===== src/rtl/convclk_grayfwft_rd.sv =====
// Read side of a dual-clock Gray-pointer FIFO with a 2-entry first-word-fall-through output stage.
// Latency: write pointer to dvalid is 4 rdclk edges (2 sync + RAM read + capture); 1 word/cycle sustained.
// Backpressure: dready low holds dout; RAM reads stop once the buffer plus the in-flight word would fill it.
module convclk_grayfwft_rd #(
    parameter int ADDRB = 4,
    parameter int DATAW = 8
) (
    input  logic             rdclk,
    input  logic             rdrst_,
    input  logic             fifoflush,
    input  logic [ADDRB:0]   wrpnt_gray,
    output logic [ADDRB:0]   rdpnt_gray,
    output logic             read,
    output logic [ADDRB-1:0] rdaddr,
    input  logic [DATAW-1:0] rddata,
    output logic [DATAW-1:0] dout,
    output logic             dvalid,
    input  logic             dready,
    output logic             fifoempty,
    output logic [ADDRB:0]   rdfifolen
);

    logic [ADDRB:0]   sync1;
    logic [ADDRB:0]   sync2;
    logic [ADDRB:0]   wrpnt_bin;
    logic [ADDRB:0]   rdpnt_bin;
    logic [1:0]       cnt;
    logic             infl;
    logic             pop;
    logic [2:0]       occ_next;
    logic [DATAW-1:0] buf0;
    logic [DATAW-1:0] buf1;

    // Two-flop synchroniser; the write side only ever changes one Gray bit per write clock.
    always_ff @(posedge rdclk or negedge rdrst_) begin
        if (!rdrst_) begin
            sync1 <= '0;
            sync2 <= '0;
        end else begin
            sync1 <= wrpnt_gray;
            sync2 <= sync1;
        end
    end

    always_comb begin
        wrpnt_bin = '0;
        for (int i = 0; i <= ADDRB; i++) begin
            wrpnt_bin[i] = ^(sync2 >> i);
        end
    end

    assign fifoempty = (rdpnt_bin == wrpnt_bin);
    assign rdfifolen = wrpnt_bin - rdpnt_bin;
    assign rdaddr    = rdpnt_bin[ADDRB-1:0];
    assign dvalid    = (cnt != 2'd0);
    assign dout      = buf0;
    assign pop       = dvalid & dready;

    // Occupancy the buffer will have after this edge if no new read is issued.
    always_comb begin
        occ_next = {1'b0, cnt} + {2'b00, infl} - {2'b00, pop};
        read     = ~fifoempty & ~fifoflush & (occ_next < 3'd2);
    end

    always_ff @(posedge rdclk or negedge rdrst_) begin
        if (!rdrst_) begin
            rdpnt_bin  <= '0;
            rdpnt_gray <= '0;
            infl       <= 1'b0;
        end else begin
            rdpnt_gray <= rdpnt_bin ^ (rdpnt_bin >> 1);
            if (fifoflush) begin
                rdpnt_bin <= '0;
                infl      <= 1'b0;
            end else begin
                if (read) begin
                    rdpnt_bin <= rdpnt_bin + 1'b1;
                end
                infl <= read;
            end
        end
    end

    // buf0 is the head; a word arriving from RAM lands behind any entry still held.
    always_ff @(posedge rdclk or negedge rdrst_) begin
        if (!rdrst_) begin
            cnt  <= 2'd0;
            buf0 <= '0;
            buf1 <= '0;
        end else if (fifoflush) begin
            cnt  <= 2'd0;
            buf0 <= '0;
            buf1 <= '0;
        end else begin
            case ({infl, pop})
                2'b10: begin
                    if (cnt == 2'd0) begin
                        buf0 <= rddata;
                    end else begin
                        buf1 <= rddata;
                    end
                    cnt <= cnt + 2'd1;
                end
                2'b01: begin
                    buf0 <= buf1;
                    cnt  <= cnt - 2'd1;
                end
                2'b11: begin
                    if (cnt == 2'd1) begin
                        buf0 <= rddata;
                    end else begin
                        buf0 <= buf1;
                        buf1 <= rddata;
                    end
                end
                default: ;
            endcase
        end
    end

endmodule


===== config.mk =====
export PLATFORM = sky130hd
export DESIGN_NAME = convclk_grayfwft_rd
export DESIGN_NICKNAME = d
export VERILOG_FILES = /design/src/rtl/convclk_grayfwft_rd.sv
export SDC_FILE = /design/constraint.sdc
export NUM_CORES = 1
export LEC_CHECK = 0
export CAP_MARGIN = 25
export CORE_AREA = 2 2 46 91
export DETAILED_ROUTE_END_ITERATION = 10
export DIE_AREA = 0 0 48 93
export PLACE_DENSITY = 0.8
export SETUP_SLACK_MARGIN = 0.02
export SLEW_MARGIN = 15
export SYNTH_ARGS = -nofsm -noshare
export SYNTH_HDL_FRONTEND = slang
export SYNTH_SLANG_ARGS = --single-unit

===== constraint.sdc =====
create_clock -name rdclk -period 5.07 [get_ports rdclk]
set_input_delay 1.2675 -clock rdclk [delete_from_list [all_inputs] [get_ports rdclk]]
set_output_delay 1.2675 -clock rdclk [all_outputs]
set_load 0.005 [all_outputs]

==> metrics, run 1 <==
iteration count of the initial detailed-routing pass 4; sequential share of the synthesized area between 40% and 50%; CP delay by family, top buffers and inverters; DR iter-0 viols 29; Yosys top cell area share 49.24%; # nets final roughly 240; maximum VDD drop between 300 and 400 uV; sequential power share 34.3%; Worst setup EP type primary output; CP max stage delay about 500 ps; cells along the critical path clkdlybuf4s50_1, nor2b_4, ha_1, nand2b_1, fa_1, nor2b_1, o211a_1, clkdlybuf4s50_1; reported leakage power 0.001151 uW; ant diodes 0; antenna violations before repair 0; CP Class in -> out; syn_area_per_cell ~12 um2; Cell Rows 32; CP Data Arrival Time 3650 ps; max-capacitance violation count 0; Via density 5.647; share of post-route cells with drive strength above 1 8.824%; global-route wire length before repair roughly 7.2 mm; CTS clk-pin slew, worst paths 70 ps; Routed Antenna Nets 0; Unique masters post-synth 33; Switching Fraction 34.00%; Async SR Flop Fraction 100.0%; synthesized instance count about 160; top_reg_cell synth dfrtp_1; post-synthesis register bit count 39; total wire length approximately 4.3 mm; FILL cells about 300; Final setup viols 0; Slew Limit Fails 0; CTS buffer count 5; CP max-delay cell clkdlybuf4s50_1; RSZ-0062 raised after global routing no; Die Ht 93 um; Clock Skew between 3 and 4 ps; Yosys top cell by area dfrtp_1; Most common cell on crit path clkdlybuf4s50_1; pin count of the biggest net entering global routing 40; Ys Warns 0; clock network power share roughly a fifth; Die Width about 48 um; HP Class reg -> reg; final hold slack approximately 350 ps; DR vias 1440; Clk Latency, worst-skew pair between 200 and 300 ps; Post-synth EDFFs 0; count leader, synth dfrtp_1; Post-Route Setup TNS 0 ps; GRT overflow 0; Worst-Margin Slew between 800 and 900 ps; hold_buf cts 0; Critical Path Fanout Max 3; root buffer cell clkbuf_8; clock sinks 39; Port Buffer Count 41; Fmax 203.3 MHz; WP buf/inv 2; Total Routing Usage GR 22.47%; CTS Buffer Depth 2; status completed; startpoint class of the critical path input port; number of global-route vias before repair 1566; Area contributors post-synth dfrtp_1, ha_1, a22o_1; Final Critical Period about 5000 ps; WP data required approximately 3800 ps; GPL Wtd Cong roughly 0.75; syn_nets ~200; Hold Violations, Final 0; Ports 42; H-tree depth 2; switching pwr ~440 uW; CTS tree done; detailed placer's ending HPWL around 3.4 mm; Commonest cells post-synth dfrtp_1, a22o_1, ha_1; Syn Std Cell Area 0.001982 mm2; Remaining DRCs 0; Starting Density a little over half; Tcrit/Tclk final about 97%; DR WL/cell approximately 17 um; Int Power between 800 and 900 uW; Worst slew margin between 40% and 50%; Pwr Density 512.9 mW/mm2; Placeable Area 0.003804 mm2; area of the die roughly 0.0045 mm2; P&R area growth vs syn 26.64%; Comb power frac a little under half
==> cells in the final DEF (no fill, tap or decap), drive strengths merged, types with 6 or more instances in the layout <==
cell           netlist  routed
nor2                 7       7
a22o                17      17
ha                  12      12
a21oi               11      11
nand2                6       6
clkdlybuf4s50        0      40
dfrtp               39      39
mux2                 9       9
o2bb2ai              8       8
xor2                 7       7
inv                 10      10
==> flip-flops by register name, summed over array words and instances (netlist names) <==
signal / count
dout: 8
rdpnt_gray: 5
sync2: 5
infl: 1
cnt: 2
buf1: 8
sync1: 5
rdpnt_bin: 5
==> cell families after synthesis <==
kind of cell	count (synthesis)	synth area share (%)
adder cells (fa/ha/maj)	14	9.596
AND/OR/NAND/NOR	25	6.439
AO/OA/AOI/OAI	44	17.05
XOR/XNOR	12	6.439
buffers and inverters	20	5.429
multiplexers	10	5.808
flip-flops	39	49.24
==> path summary, 6_finish.rpt <==
path                                from            to  slack [ps]  depth (start not counted)
worst max register to register    cnt[1]  rdpnt_bin[0]        2290                         11
worst max-delay path              dready          read         150                          8
worst min register to register  sync1[2]      sync2[2]         350                          0
max in group asynchronous         rdrst_      sync1[0]        3450                          1
worst min-delay path            sync1[2]      sync2[2]         350                          0
min in group asynchronous         rdrst_          infl        1090                          1
==> repair_timing <==
| action | CTS | global route |
|---|---|---|
| resized for setup | 0 | 2 |
| setup endpoints to repair | 0 | 1 |
| buffers inserted | 0 | 0 |
==> per-layer routing <==
| metal | vias up | routed length [um] | GRT usage [%] |
|---|---|---|---|
| met5 | - | 0 | 0 |
| met4 | 0 | 120 | 8.784 |
| met3 | 13 | 172 | 4.247 |
| met2 | 54 | 2583 | 39.33 |
| met1 | 719 | 1470 | 24.81 |
| li1 | 654 | - | - |
==> area by class of cell <==
cell class / instances / area (um2) / share of cell area (%)
repair buffers: 43 / 420.4 / 16.75
clock inverters: 2 / 37.54 / 1.496
multi-input cells: 105 / 905.9 / 36.09
well taps: 51 / 63.81 / 2.542
flip-flops and latches: 39 / 975.9 / 38.88
clock buffers: 5 / 68.82 / 2.742
inverters: 10 / 37.54 / 1.496
==> metrics by stage <==
stage	total power, uW	instance area (um2)	utilization [%]	cells	worst slack [ps]
after floorplan	790.4	1982	-	164	1064
after global placement	1002	2396	62.99	248	158.2
after detailed placement	1043	2396	62.99	248	51.52
after CTS	1291	2502	65.79	255	42.30
after global routing	1373	2510	65.99	255	64.43
final	1287	2510	65.99	255	151.4
==> power groups by stage <==
stage / registers [uW] / clock network (uW) / logic (uW)
final: 442 / 247 / 599
after global placement: 439 / 0 / 562
after global routing: 451 / 261 / 661
after floorplan: 436 / 0 / 354
after detailed placement: 448 / 0 / 595
after CTS: 443 / 250 / 599
(Power assumes the default switching activity.)
==> run 2, diff against run 1 <==
--- a/config.mk
+++ b/config.mk
@@ -5,6 +5,7 @@
 export SDC_FILE = /design/constraint.sdc
 export NUM_CORES = 1
 export LEC_CHECK = 0
+export ABC_CLOCK_PERIOD_IN_PS = 5070
 export CAP_MARGIN = 25
 export CORE_AREA = 2 2 46 91
 export DETAILED_ROUTE_END_ITERATION = 10
==> results of run 2 <==
Final layout, timing and power as in run 1 (identical DEF).
==> run 3, diff against run 2 <==
--- a/config.mk
+++ b/config.mk
@@ -10,6 +10,7 @@
 export CORE_AREA = 2 2 46 91
 export DETAILED_ROUTE_END_ITERATION = 10
 export DIE_AREA = 0 0 48 93
+export MAX_ROUTING_LAYER = met4
 export PLACE_DENSITY = 0.8
 export SETUP_SLACK_MARGIN = 0.02
 export SLEW_MARGIN = 15
==> run 3 against run 2 <==
Largest power group unchanged; die area did not move; register-to-register slack barely moved; sequential share of layout area did not move; non-clock buffer count did not move; flip-flop and latch count did not move.
==> metrics, run 3 (synthesized netlist as in run 1, its figures left out) <==
status completed; clock sinks 39 (unchanged); Final Critical Period 4919 ps (+0.6960 ps); Final setup viols 0 (unchanged); Tcrit/Tclk final 97.03% (about the same); CP max stage delay 500 ps (about the same); DR vias 1430 (-0.69%); Worst slew margin 42.75% (-0.18 points); antenna violations before repair 0 (unchanged); GPL Wtd Cong 0.7601 (+1.3%); Register Area 975.9 um2 (unchanged); Slew Limit Fails 0 (unchanged); number of global-route vias before repair 1563 (-0.19%); detailed placer's ending HPWL 3.352 mm (unchanged); CP max-delay cell clkdlybuf4s50_1; Post-Route Setup TNS 0 ps (unchanged); total wire length 4.345 mm (about the same); WP data required 3800 ps (about the same); # nets final 235 (unchanged); cells along the critical path clkdlybuf4s50_1, nor2b_4, ha_1, nand2b_1, fa_1, nor2b_1, o211a_1, clkdlybuf4s50_1; ant diodes 0 (unchanged); Ports 42 (unchanged); Port Buffer Count 41 (unchanged); maximum VDD drop 316.7 uV (about the same); most common cell after layout, fill and taps aside clkdlybuf4s50_1; Via density 5.608 (-0.69%); CTS buffer count 5 (unchanged); Worst-Margin Slew 858.7 ps (+2.641 ps); Most common cell on crit path clkdlybuf4s50_1; PnR worst setup slack 150.8 ps (-0.6960 ps); CTS tree done; global-route wire length before repair 7.210 mm (unchanged); Die Width 48 um (unchanged); iteration count of the initial detailed-routing pass 4 (unchanged); reported leakage power 0.001151 uW (unchanged); Worst setup EP type primary output; Remaining DRCs 0 (unchanged); Starting Density 52.11% (unchanged); startpoint class of the critical path input port; RSZ-0062 raised after global routing no; Pwr Density 512.5 mW/mm2 (about the same); GRT overflow 0 (unchanged); pin count of the biggest net entering global routing 40 (unchanged); Total Routing Usage GR 23.03% (+0.55 points); root buffer cell clkbuf_8; Fmax 203.3 MHz (about the same); commonest non-fill, non-tap cells in the layout clkdlybuf4s50_1, dfrtp_1, a22o_1; CP Data Arrival Time 3650 ps (about the same); HP Class reg -> reg; area of the multi-input gates 905.9 um2 (unchanged); Cell Rows 32 (unchanged); DR iter-0 viols 25 (-14%); CP Class in -> out; Critical Path Fanout Max 3 (unchanged); Die Ht 93 um (unchanged); Clk Latency, worst-skew pair 280 ps (about the same); H-tree depth 2 (unchanged); Clock Skew 3.771 ps (+0.001950 ps); CTS clk-pin slew, worst paths 70 ps (about the same); DR WL/cell 17.04 um (about the same); share of post-route cells with drive strength above 1 8.824% (unchanged); area of the die 0.004464 mm2 (unchanged); FILL cells 297 (unchanged); CTS Buffer Depth 2 (unchanged); post-layout util 65.99% (unchanged); Placeable Area 0.003804 mm2 (unchanged); Routed Antenna Nets 0 (unchanged); P&R area growth vs syn 26.64% (unchanged); Hold Violations, Final 0 (unchanged); pre-CTS setup slack 51.52 ps (unchanged); max-capacitance violation count 0 (unchanged)
-- run 3: area by class of cell --
cell class / count / area share [%]
Multi-Input combinational cell: 105 / 36.09
Clock buffer: 5 / 2.742
Inverter: 10 / 1.496
Tap cell: 51 / 2.542
Sequential cell: 39 / 38.88
Timing Repair Buffer: 43 / 16.75
Clock inverter: 2 / 1.496
-- run 3: what timing repair did --
| action | 4_1_cts | 5_1_grt |
|---|---|---|
| setup endpoints to repair | 0 | 1 |
| hold buffers | 0 | 0 |
| buffers inserted | 0 | 0 |
| gates resized for setup | 0 | 2 |
-- run 3: power breakdown --
| part | total, uW | internal [uW] | leakage (uW) | switching (uW) |
|---|---|---|---|---|
| logic | 598 | 322 | 0.000593 | 276 |
| registers | 442 | 384 | 0.000508 | 58.5 |
| clock network | 246 | 144 | 0.0000502 | 102 |
-- run 3: path summary, 6_finish.rpt --
| path | from | end | slack (ps) | cells past startpoint |
|---|---|---|---|---|
| worst min-delay path | sync1[2] | sync2[2] | 350 | 0 |
| worst min register to register | sync1[2] | sync2[2] | 350 | 0 |
| worst max-delay path | dready | read | 150 | 8 |
| worst max register to register | cnt[1] | rdpnt_bin[0] | 2290 | 11 |
| min in group asynchronous | rdrst_ | infl | 1090 | 1 |
| max in group asynchronous | rdrst_ | buf1[4] | 3450 | 1 |
-- run 3: critical path: cells and delay by family --
kind | cells | cell delay, ps
and+or+nand+nor | 3 | 490
buffers and inverters | 2 | 960
adders and majority gates | 2 | 710
AOI/OAI and AO/OA | 1 | 210
-- run 3: metal layers --
| layer | share of wire [%] | global-route usage [%] |
|---|---|---|
| met5 | 0 | - |
| met4 | 2.8 | 8.784 |
| met3 | 3.4 | 4.247 |
| met2 | 60 | 39.11 |
| met1 | 34 | 25.06 |
-- run 3: metrics by stage --
stage / power, uW / instance area [um2] / std cells / hold slack, ps
after floorplan: 790.4 / 1982 / 164 / 331.2
after global placement: 1002 / 2396 / 248 / 332.4
after detailed placement: 1043 / 2396 / 248 / 334.7
after CTS: 1291 / 2502 / 255 / 351.8
after global routing: 1373 / 2510 / 255 / 366.3
final: 1286 / 2510 / 255 / 350.7
